===== src/rtl/line_clear_seq.sv =====
// Tetris line-clear engine: scans one row per cycle, compacts non-full rows downward.
// Optional running score is built when CLEAR_SCORE_EN is defined; otherwise score is tied to 0.
module line_clear_seq #(
    parameter int COLS = 10,
    parameter int ROWS = 20,
    parameter int CW   = $clog2(ROWS + 1)
) (
    input  logic                 main_clk,
    input  logic                 rst_1plus,
    input  logic                 start,
    input  logic [COLS*ROWS-1:0] board_in,
    output logic                 busy,
    output logic                 done,
    output logic [COLS*ROWS-1:0] board_out,
    output logic [CW-1:0]        lines_cleared,
    output logic [15:0]          score
);

    localparam int RW = (ROWS > 1) ? $clog2(ROWS) : 1;

    typedef enum logic [1:0] {IDLE, SCAN, FILL, DONE} state_e;

    state_e                     state_q;
    logic [ROWS-1:0][COLS-1:0]  work_q;
    logic [ROWS-1:0][COLS-1:0]  fill_d;
    logic [RW-1:0]              rd_q;
    logic [RW-1:0]              wr_q;
    logic [CW-1:0]              count_q;
    logic [COLS-1:0]            row_d;
    logic                       busy_q;
    logic                       done_q;
    logic [COLS*ROWS-1:0]       board_out_q;
    logic [CW-1:0]              lines_q;

    assign row_d = work_q[rd_q];

    // The top count_q rows are exactly the rows wr never reached, so keying the
    // clear on count avoids needing wr to represent the value ROWS.
    always_comb begin
        fill_d = work_q;
        for (int r = 0; r < ROWS; r++) begin
            if (r + int'(count_q) >= ROWS) fill_d[r] = '0;
        end
    end

    // NOTE: all sequential state uses non-blocking assignments so every register
    // samples pre-edge values; the in-place row copy relies on that.
    always_ff @(posedge main_clk or posedge rst_1plus) begin
        if (rst_1plus) begin
            state_q     <= IDLE;
            work_q      <= '0;
            rd_q        <= '0;
            wr_q        <= '0;
            count_q     <= '0;
            busy_q      <= 1'b0;
            done_q      <= 1'b0;
            board_out_q <= '0;
            lines_q     <= '0;
        end else begin
            case (state_q)
                IDLE: begin
                    if (start) begin
                        work_q  <= board_in;
                        rd_q    <= '0;
                        wr_q    <= '0;
                        count_q <= '0;
                        busy_q  <= 1'b1;
                        state_q <= SCAN;
                    end
                end
                SCAN: begin
                    if (&row_d) begin
                        count_q <= count_q + 1'b1;
                    end else begin
                        work_q[wr_q] <= row_d;
                        if (rd_q != RW'(ROWS - 1)) wr_q <= wr_q + 1'b1;
                    end
                    if (rd_q == RW'(ROWS - 1)) state_q <= FILL;
                    else                        rd_q    <= rd_q + 1'b1;
                end
                FILL: begin
                    work_q      <= fill_d;
                    board_out_q <= fill_d;
                    lines_q     <= count_q;
                    done_q      <= 1'b1;
                    state_q     <= DONE;
                end
                DONE: begin
                    done_q  <= 1'b0;
                    busy_q  <= 1'b0;
                    state_q <= IDLE;
                end
                default: state_q <= IDLE;
            endcase
        end
    end

    assign busy          = busy_q;
    assign done          = done_q;
    assign board_out     = board_out_q;
    assign lines_cleared = lines_q;

`ifdef CLEAR_SCORE_EN
    logic [15:0] score_q;
    logic [15:0] pts_d;
    logic [16:0] sum_d;
    int          n_d;

    // Points table collapses to 2n-1 for 1..3 lines and 2n from 4 lines up.
    always_comb begin
        n_d = int'(lines_q);
        if (n_d == 0)      pts_d = '0;
        else if (n_d >= 4) pts_d = 16'(2 * n_d);
        else               pts_d = 16'(2 * n_d - 1);
        sum_d = {1'b0, score_q} + {1'b0, pts_d};
    end

    always_ff @(posedge main_clk or posedge rst_1plus) begin
        if (rst_1plus) begin
            score_q <= '0;
        end else if (state_q == DONE) begin
            score_q <= sum_d[16] ? 16'hFFFF : sum_d[15:0];
        end
    end

    assign score = score_q;
`else
    assign score = '0;
`endif

endmodule


===== config.mk =====
export PLATFORM = sky130hd
export DESIGN_NAME = line_clear_seq
export DESIGN_NICKNAME = d
export VERILOG_FILES = /design/src/rtl/line_clear_seq.sv
export SDC_FILE = /design/constraint.sdc
export NUM_CORES = 1
export LEC_CHECK = 0
export CAP_MARGIN = 20
export CORE_UTILIZATION = 47
export CTS_CLUSTER_SIZE = 12
export DETAILED_ROUTE_END_ITERATION = 8
export GPL_TIMING_DRIVEN = 0
export PLACE_DENSITY = 0.78
export SYNTH_ARGS = -nofsm -noshare
export SYNTH_HDL_FRONTEND = slang
export SYNTH_SLANG_ARGS = --single-unit

===== constraint.sdc =====
create_clock -name main_clk -period 14.8 [get_ports main_clk]
set_clock_uncertainty 0.05 [all_clocks]
set_input_delay 3.7 -clock main_clk [delete_from_list [all_inputs] [get_ports main_clk]]
set_output_delay 3.7 -clock main_clk [all_outputs]
set_load 0.005 [all_outputs]

### Yosys cells after proc, flatten, opt, wreduce, memory -nomap -nowiden

Cells that the tools add are included.

| cells by class | value |
|---|---|
| equal/unequal tests | 11 |
| order comparisons | 23 |
| multiplexer cells | 42 |
| add/sub/neg operators | 22 |
| reductions and logical operators | 13 |

Operators by type and width:

| cell | number |
|---|---|
| $pmux W200 S3 | 1 |
| $mux W200 | 2 |
| $mux W10 | 22 |
| $bwmux W200 | 1 |
| $ge A6 B5 Y1 const B | 19 |
| $bmux W10 S5 | 1 |
| $demux W10 S5 | 1 |
| $add A4 B5 Y6 const A | 8 |
| $pmux W5 S2 | 3 |
| $mux W5 | 5 |
| $add A3 B5 Y6 const A | 4 |
| $add A5 B5 Y6 const A | 4 |
| $add A5 B1 Y5 const B | 3 |
| $add A2 B5 Y6 const A | 2 |
| $lt A5 B6 Y1 const B | 2 |
| $ne A2 B2 Y1 const B | 6 |
| $reduce_and A10 Y1 | 1 |
| $reduce_and A3 Y1 | 3 |
| $pmux W2 S4 | 1 |
| $add A1 B5 Y6 const A | 1 |
| $reduce_bool A2 Y1 | 3 |
| $eq A5 B5 Y1 const B | 1 |
| $ge A5 B1 Y1 const B | 1 |
| $ge A5 B5 Y1 const B | 1 |
| 11 further kinds | 15 |

| word-level totals | value |
|---|---|
| output and inout bits | 223 |
| flip-flop bits (word level) | 424 |

### Depth between registers and ports, before layout

Gate-level depths: netlist (run 1).

| logic depth | value |
|---|---|
| depth in word-level cells | 7 |
| gate-level depth with buffers | 14 |

### Worst setup path before layout (run 1)

OpenSTA, ideal clock, no wires.

| timing path | value |
|---|---|
| path kind | input port to flip-flop |
| from | input port start |
| to | register work_q[149] in the netlist's numbering |
| cell stages on the path | 8 |
| setup time | 126 ps |
| buffers on the path | 2 |
| path slack | 9500 ps |
| required time | 14624 ps |
| arrival time | 5124 ps |
| cell sequence | nand2b_1 -> nand2b_1 -> clkbuf_1 -> nor2_1 -> clkbuf_1 -> nand2_1 -> nor2_1 -> a221o_1 |

| on the way | value |
|---|---|
| cells in the longest elaborated chain, start to end | 2 |

RTL lines:

| what | RTL line | RTL |
|---|---|---|
| from (decl) | 10 | `input logic start,` |
| $ne A2 B2 Y1 (no source line) | n/a |  |
| $reduce_and A3 Y1 (no source line) | n/a |  |
| to (signal assigned) | 63 | `work_q <= board_in;` |
| to (signal, indexed assignment) | 75 | `work_q[wr_q] <= row_d;` |
| to (signal assigned) | 82 | `work_q <= fill_d;` |
| to (decl) | 24 | `logic [ROWS-1:0][COLS-1:0] work_q;` |

Every way passes these cells.
A chain may end at the register's enable or synchronous reset.

### Final worst setup path (run 1)

| timing path | value |
|---|---|
| from | input port start |
| to | register work_q[150] in the netlist's numbering |

The elaborated chain is that of the path after synthesis.

==> results by group, run 1 <==
Run status
  • Status: finished, final reports clean

Power
  • Max IR drop VDD: 0.134 mV
  • Leak: 12.0 nW
  • Cell Pwr Density: 268 nW/um^2

CTS
  • Total clock sinks: 424
  • Htree depth: 2
  • Clk Latency, worst-skew pair: 0.60 ns
  • CTS Buf Count: 46
  • Post_cts resized: 0
  • Post-CTS Setup Bufs: 0
  • CTS clk-pin slew, worst paths: 0.06 ns
  • Root Buffer: clkbuf_16
  • CTS Hold Bufs: 0
  • CTS tree: built
  • CTS max path bufs: 3

Global routing
  • Global-route usage over all layers: 43.6%
  • Largest net degree at the start of global routing: 47
  • Wire length of the first global-routing pass: 144,000 um
  • Vias in the first global route: 20,300
  • Total gr overflow: 0
  • Initial antenna violation count: 4

Routing
  • Post-route ant nets: 0
  • Detailed-route wire length: 102,000 um
  • DRC: 0
  • Pre-Repair DR Iteration Count: 8
  • Via/cell ratio: 6.67
  • Initial DRC Count: 3,462
  • Post-DR wirelength/cell: 32.5 um
  • DR vias: 20,900

Place
  • Placed inst area: 26,400 sq um
  • Post-place setup slack: 7.84 ns
  • Routability cong.: 1.02
  • Post-detail-place hpwl: 76,800 um
  • IO Port Bufs: 409

Floorplanning
  • Initial Util: 47.8%
  • Die ar.: 46,000 sq um
  • Core area: 44,400 sq um
  • Std-Cell Rows: 77
  • Chip height: 215 um
  • Boundary Pins: 426
  • Die W: 215 um

Worst setup path
  • Worst path arrival time: 7.01 ns
  • Delay of the slowest cell on the worst path: 0.77 ns
  • Critical Path Slowest Stage Cell: clkbuf_1
  • Crit-path max FO: 10
  • Worst Path Required: 15.28 ns
  • Startpoint Class: primary input
  • Crit path cell chain: clkdlybuf4s50_1, nand2b_1, nand2b_1, clkbuf_1, nor2_1, clkbuf_1, nand2_1, nor3_1, a221o_1
  • Critical Path End Type: register
  • R2R setup slack: 9.87 ns
  • CP Class: in -> reg

Logic synthesis
  • Register bit total from synthesis: 424
  • Synth Cell Area: 21,200 sq um
  • Synth top area share: 50.0%
  • Async S/R FF share, synth: 100%
  • Syn Area/Cell: 10.5 sq um
  • Synth area leaders: dfrtp_1 50%, a22o_1 8.5%, nand2_1 4.0%
  • Seq/Total Area, Yosys: 50.0%
  • Synthesized instance count: 2,015
  • Top_reg_cell synth: dfrtp_1
  • Ys Warns: 0
  • Number of flops mapped to enable cells by yosys: 0
  • Area leader, netlist: dfrtp_1
  • Post-synthesis cell type count: 75

Final layout
  • Register area: 10,600 sq um
  • Fin nets: 2,733
  • Area growth from synthesis to layout: 31.8%
  • Commonest non-fill, non-tap cell in the layout: dfrtp_1
  • Finished Cell Area: 28,000 sq um
  • Layout cells sized above 1: 8.59%
  • Commonest cells after routing, fill and taps aside: 424 x dfrtp_1, 409 x clkdlybuf4s50_1, 226 x nand2_1
  • Area occupied by multi-input gates: 9520 sq um
  • Fill count: 3,558

STA
  • Max frequency: 153 MHz
  • Endpoints failing setup: 0
  • Least-Margin Pin Slew: 1.29 ns
  • Setup TNS: 0 ns
  • Tmin final: 6.53 ns
  • Smallest setup slack after layout: 8.27 ns
  • Final worst-path cycle share: 44.1%
  • RSZ-0062 raised after global routing: no
  • Slew headroom: 13.4%
  • Final hold viol count: 0
  • Max-slew violation count: 0

Worst hold path
  • Worst min-delay path category: reg -> reg

Run
  • Max Cap Viol: 0
## critical path: cells and delay by family
family / cells / cell delay [ns]
AOI/OAI and AO/OA: 1 / 0.15
buffers and inverters: 3 / 1.64
and+or+nand+nor: 5 / 1.51
## power by group
part           internal (W)  total [W]  switching, W
logic               0.00153    0.00414       0.00260
clock network      0.000706    0.00120      0.000496
registers           0.00166    0.00216      0.000508
total               0.00389    0.00750       0.00361
## cells by family after synthesis
group / Yosys count / synth area share [%]
flip-flops: 424 / 50.0
other: 1 / 0.0177
AO/OA/AOI/OAI: 709 / 25.6
buffers and inverters: 257 / 5.53
adder cells (fa/ha/maj): 25 / 1.47
multiplexers: 103 / 6.79
AND/OR/NAND/NOR: 485 / 10.2
XOR/XNOR: 11 / 0.454
## worst paths after layout
path,end,cells after the start,from
min,board_out[28]$_DFFE_PP0P_,1,board_out[28]$_DFFE_PP0P_
max in group asynchronous,board_out[167]$_DFFE_PP0P_,7,rst_1plus
max,work_q[150]$_DFFE_PP0P_,9,start
max reg2reg,work_q[95]$_DFFE_PP0P_,11,rd_q[0]$_DFFE_PP0P_
min reg2reg,board_out[28]$_DFFE_PP0P_,1,board_out[28]$_DFFE_PP0P_
min in group asynchronous,work_q[87]$_DFFE_PP0P_,2,rst_1plus
## through the flow
step,hold WS [ns],cells,total power [W],util [%]
global route,0.453,3130,0.00766,63.0
global placement,0.425,3031,0.00596,58.8
finish,0.431,3132,0.00750,63.0
detailed placement,0.426,3047,0.00605,59.4
CTS,0.440,3128,0.00726,62.9
floorplan,0.413,2030,0.00405,-
## per-layer routing
| layer | track usage, % | vias to the layer above | share of wire (%) |
|---|---|---|---|
| met3 | 12.0 | 393 | 13 |
| met1 | 57.8 | 10200 | 38 |
| met5 | 0 | - | 0.024 |
| li1 | - | 8509 | - |
| met2 | 64.3 | 1799 | 43 |
| met4 | 25.2 | 4 | 6.5 |
## area by class of cell
| class | instances | share of cell area, % |
|---|---|---|
| Antenna cell | 2 | 0.0179 |
| Multi-Input combinational cell | 1349 | 34.0 |
| Clock buffer | 71 | 5.02 |
| Sequential cell | 424 | 37.9 |
| Tap cell | 592 | 2.65 |
| Timing Repair Buffer | 427 | 15.7 |
| Inverter | 87 | 1.18 |
| Buffer | 170 | 3.03 |
| Clock inverter | 10 | 0.527 |
## state kept, by name (all words and copies together), names as in the netlist
signal         cells
rd_q               5
wr_q               5
count_q            5
done               1
state_q            2
board_out        200
work_q           200
lines_cleared      5
busy               1
## synth_stat cells, drive strengths merged, types with 5 or more instances
master / instances
a211oi: 18
a21o: 6
a21oi: 80
a221o: 41
a221oi: 5
a22o: 207
a22oi: 24
a31oi: 8
and2: 18
and3: 27
buf: 72
clkbuf: 98
dfrtp: 424
ha: 25
inv: 87
mux2: 8
mux2i: 63
mux4: 32
nand2: 226
nand2b: 13
nand3: 37
nor2: 100
nor2b: 16
nor3: 26
o211ai: 50
o21a: 8
o21ai: 107
o221ai: 54
o22ai: 12
o2bb2ai: 63
or2: 5
or3: 6
xnor2: 7
Note: power is estimated with default switching activity, not from simulation.
==> run 2: changes to the inputs <==
- CORE_UTILIZATION: 47 -> 52
- PLACE_DENSITY: 0.78 -> 0.82
- clock period: 14.8 -> 6.55 ns (I/O delays scaled with it)
==> run 2 against run 1 <==
First-iteration DRC count decreased by 6.4%. Non-clock buffer count increased by 2. Sequential share of layout area increased by 0.34 points. Combinational power increased by 130%. Largest power group unchanged. Die area decreased by 9.5%. Power increased by 130%. Sequential cell count unchanged. Register-to-register slack got worse by 8.2 ns. Critical path depth increased by 2. Clock power increased by 110%. Count of clock-buffer cells in the layout decreased by 5. Global-route usage increased by 5.2 points.
==> results by group, run 2 (same netlist as run 1, synthesis figures left out) <==
Run
  • Max Cap Viol: 0 (unchanged)

Final layout
  • Commonest non-fill, non-tap cell in the layout: dfrtp_1 (unchanged)
  • Fin nets: 2,734 (was 2,733)
  • Layout cells sized above 1: 8.24% (was 8.59%)
  • Core Util, Final: 69.3% (was 63.0%)
  • Area growth from synthesis to layout: 30.6% (was 31.8%)
  • Commonest cells after routing, fill and taps aside: 424 x dfrtp_1, 409 x clkdlybuf4s50_1, 226 x nand2_1 (unchanged)
  • Fill count: 2,899 (was 3,558)

Global routing
  • Largest net degree at the start of global routing: 46 (was 47)
  • Global-route usage over all layers: 48.8% (was 43.6%)
  • Initial antenna violation count: 3 (was 4)
  • Total gr overflow: 0 (unchanged)
  • Vias in the first global route: 21,100 (was 20,300)
  • Wire length of the first global-routing pass: 145,000 um (was 144,000 um)

Place
  • Post-detail-place hpwl: 76,600 um (was 76,800 um)
  • IO Port Bufs: 409 (unchanged)
  • Routability cong.: 1.04 (was 1.02)
  • Post-place setup slack: 1.72 ns (was 7.84 ns)

CTS
  • CTS max path bufs: 3 (unchanged)
  • CTS Hold Bufs: 0 (unchanged)
  • Post-CTS Setup Bufs: 0 (unchanged)
  • Post_cts resized: 0 (unchanged)
  • Htree depth: 2 (unchanged)
  • CTS clk-pin slew, worst paths: 0.07 ns (was 0.06 ns)
  • Root Buffer: clkbuf_16 (unchanged)
  • CTS Buf Count: 45 (was 46)
  • Clk Latency, worst-skew pair: 0.61 ns (was 0.60 ns)
  • Total clock sinks: 424 (unchanged)
  • CTS tree: built (unchanged)

STA
  • Slew headroom: 22.1% (was 13.4%)
  • Tmin final: 4.89 ns
  • RSZ-0062 raised after global routing: no (unchanged)
  • Final worst-path cycle share: 74.6%
  • Smallest setup slack after layout: 1.66 ns (was 8.27 ns)
  • Worst hold slack: 0.450 ns (was 0.431 ns)
  • Least-Margin Pin Slew: 1.17 ns (was 1.29 ns)
  • Endpoints failing setup: 0 (unchanged)
  • Final hold viol count: 0 (unchanged)
  • Max-slew violation count: 0 (unchanged)
  • Max frequency: 205 MHz

Floorplanning
  • Die ar.: 41,700 sq um (was 46,000 sq um)
  • Chip height: 204 um (was 215 um)
  • Std-Cell Rows: 73 (was 77)
  • Boundary Pins: 426 (unchanged)
  • Initial Util: 53.1% (was 47.8%)
  • Core area: 40,000 sq um (was 44,400 sq um)
  • Die W: 204 um (was 215 um)

Worst setup path
  • Worst path arrival time: 5.32 ns (was 7.01 ns)
  • Critical Path End Type: register (unchanged)
  • Worst Path Required: 6.98 ns (was 15.28 ns)
  • CP Class: reg -> reg (was in -> reg)
  • Startpoint Class: register (was primary input)
  • Crit-path max FO: 10 (unchanged)

Routing
  • Initial DRC Count: 3,242 (was 3,462)
  • Detailed-route wire length: 102,000 um (about the same)
  • Pre-Repair DR Iteration Count: 7 (was 8)
  • Via/cell ratio: 7.03 (was 6.67)
  • Post-route ant nets: 0 (unchanged)
  • DRC: 0 (unchanged)
  • Post-DR wirelength/cell: 33.3 um (was 32.5 um)
  • DR vias: 21,500 (was 20,900)

Power
  • Clock share of power: 15.0% (was 16.0%)
  • Reg power frac: 29.0% (was 28.9%)
  • Switching power: 0.00826 W (was 0.00361 W)
  • Leak: 11.9 nW (was 12.0 nW)
  • Max IR drop VDD: 0.409 mV (was 0.134 mV)
  • Int Power: 0.00863 W (was 0.00389 W)
  • Sw Share: 48.9% (was 48.1%)
  • Cell Pwr Density: 609 nW/um^2 (was 268 nW/um^2)
  • Combinational Power Share: 56.0% (was 55.1%)

Run status
  • Status: finished, final reports clean (unchanged)

Worst hold path
  • Worst min-delay path category: reg -> reg (unchanged)
==> run 2: cell types whose count changed in the layout (fill, tap and decap cells not counted), moves of 2 or more <==
cell	change
buf_4	+2
clkbuf_1	+5
clkbuf_16	-2
clkbuf_8	-8
==> run 2: power by group through the flow <==
stage / combinational (W) / clock, W / sequential, W
after CTS: 0.00889 / 0.00251 / 0.00481
after detailed placement: 0.00884 / 0 / 0.00482
after global placement: 0.00858 / 0 / 0.00480
after global routing: 0.00965 / 0.00262 / 0.00492
after floorplan: 0.00474 / 0 / 0.00440
final: 0.00945 / 0.00254 / 0.00490
==> run 2: layer usage <==
layer | vias to the layer above | share of wire (%) | global-route usage [%]
met5 | - | 0.086 | 0
met4 | 2 | 7.2 | 30.7
met3 | 463 | 14 | 15.6
met2 | 2110 | 43 | 72.4
met1 | 10400 | 35 | 62.1
li1 | 8512 | - | -
==> run 2: metrics by stage <==
step | power [W] | TNS (ns) | cells | instance area, sq um
floorplan | 0.00915 | -364.20 | 2030 | 21300
global placement | 0.0134 | -1422.92 | 2964 | 26100
detailed placement | 0.0137 | 0 | 2981 | 26300
CTS | 0.0162 | 0 | 3058 | 27700
global route | 0.0172 | 0 | 3061 | 27700
finish | 0.0169 | 0 | 3062 | 27700
==> run 2: area by class of cell <==
class,instances,area [sq um],share of cell area (%)
clock buffer,66,1260,4.56
buffer,170,848,3.06
antenna,1,2.50,0.00902
tap,525,657,2.37
clock inverter,11,131,0.474
inverter,87,330,1.19
sequential,424,10600,38.2
multi-input combinational,1349,9510,34.3
timing repair buffer,429,4390,15.8
==> run 2: worst paths after layout <==
check / endpoint / depth (start not counted) / start / slack [ns]
min reg2reg: board_out[174]$_DFFE_PP0P_ / 1 / work_q[174]$_DFFE_PP0P_ / 0.45
max in group asynchronous: board_out[175]$_DFFE_PP0P_ / 6 / rst_1plus / 3.69
min in group asynchronous: board_out[119]$_DFFE_PP0P_ / 2 / rst_1plus / 1.38
min: board_out[174]$_DFFE_PP0P_ / 1 / work_q[174]$_DFFE_PP0P_ / 0.45
max reg2reg: work_q[25]$_DFFE_PP0P_ / 11 / rd_q[0]$_DFFE_PP0P_ / 1.66
max: work_q[25]$_DFFE_PP0P_ / 11 / rd_q[0]$_DFFE_PP0P_ / 1.66
==> run 2: worst max-delay path, cell delays in order, from the launching register on <==
cell	delay (ns)
dfrtp_1	0.39
buf_4	0.22
buf_4	0.27
nor2_1	0.82
a21oi_1	0.14
a31oi_1	0.50
a32oi_2	0.16
and2_1	0.24
nand4b_1	0.32
buf_2	0.38
nand2_1	0.74
o221ai_1	0.51
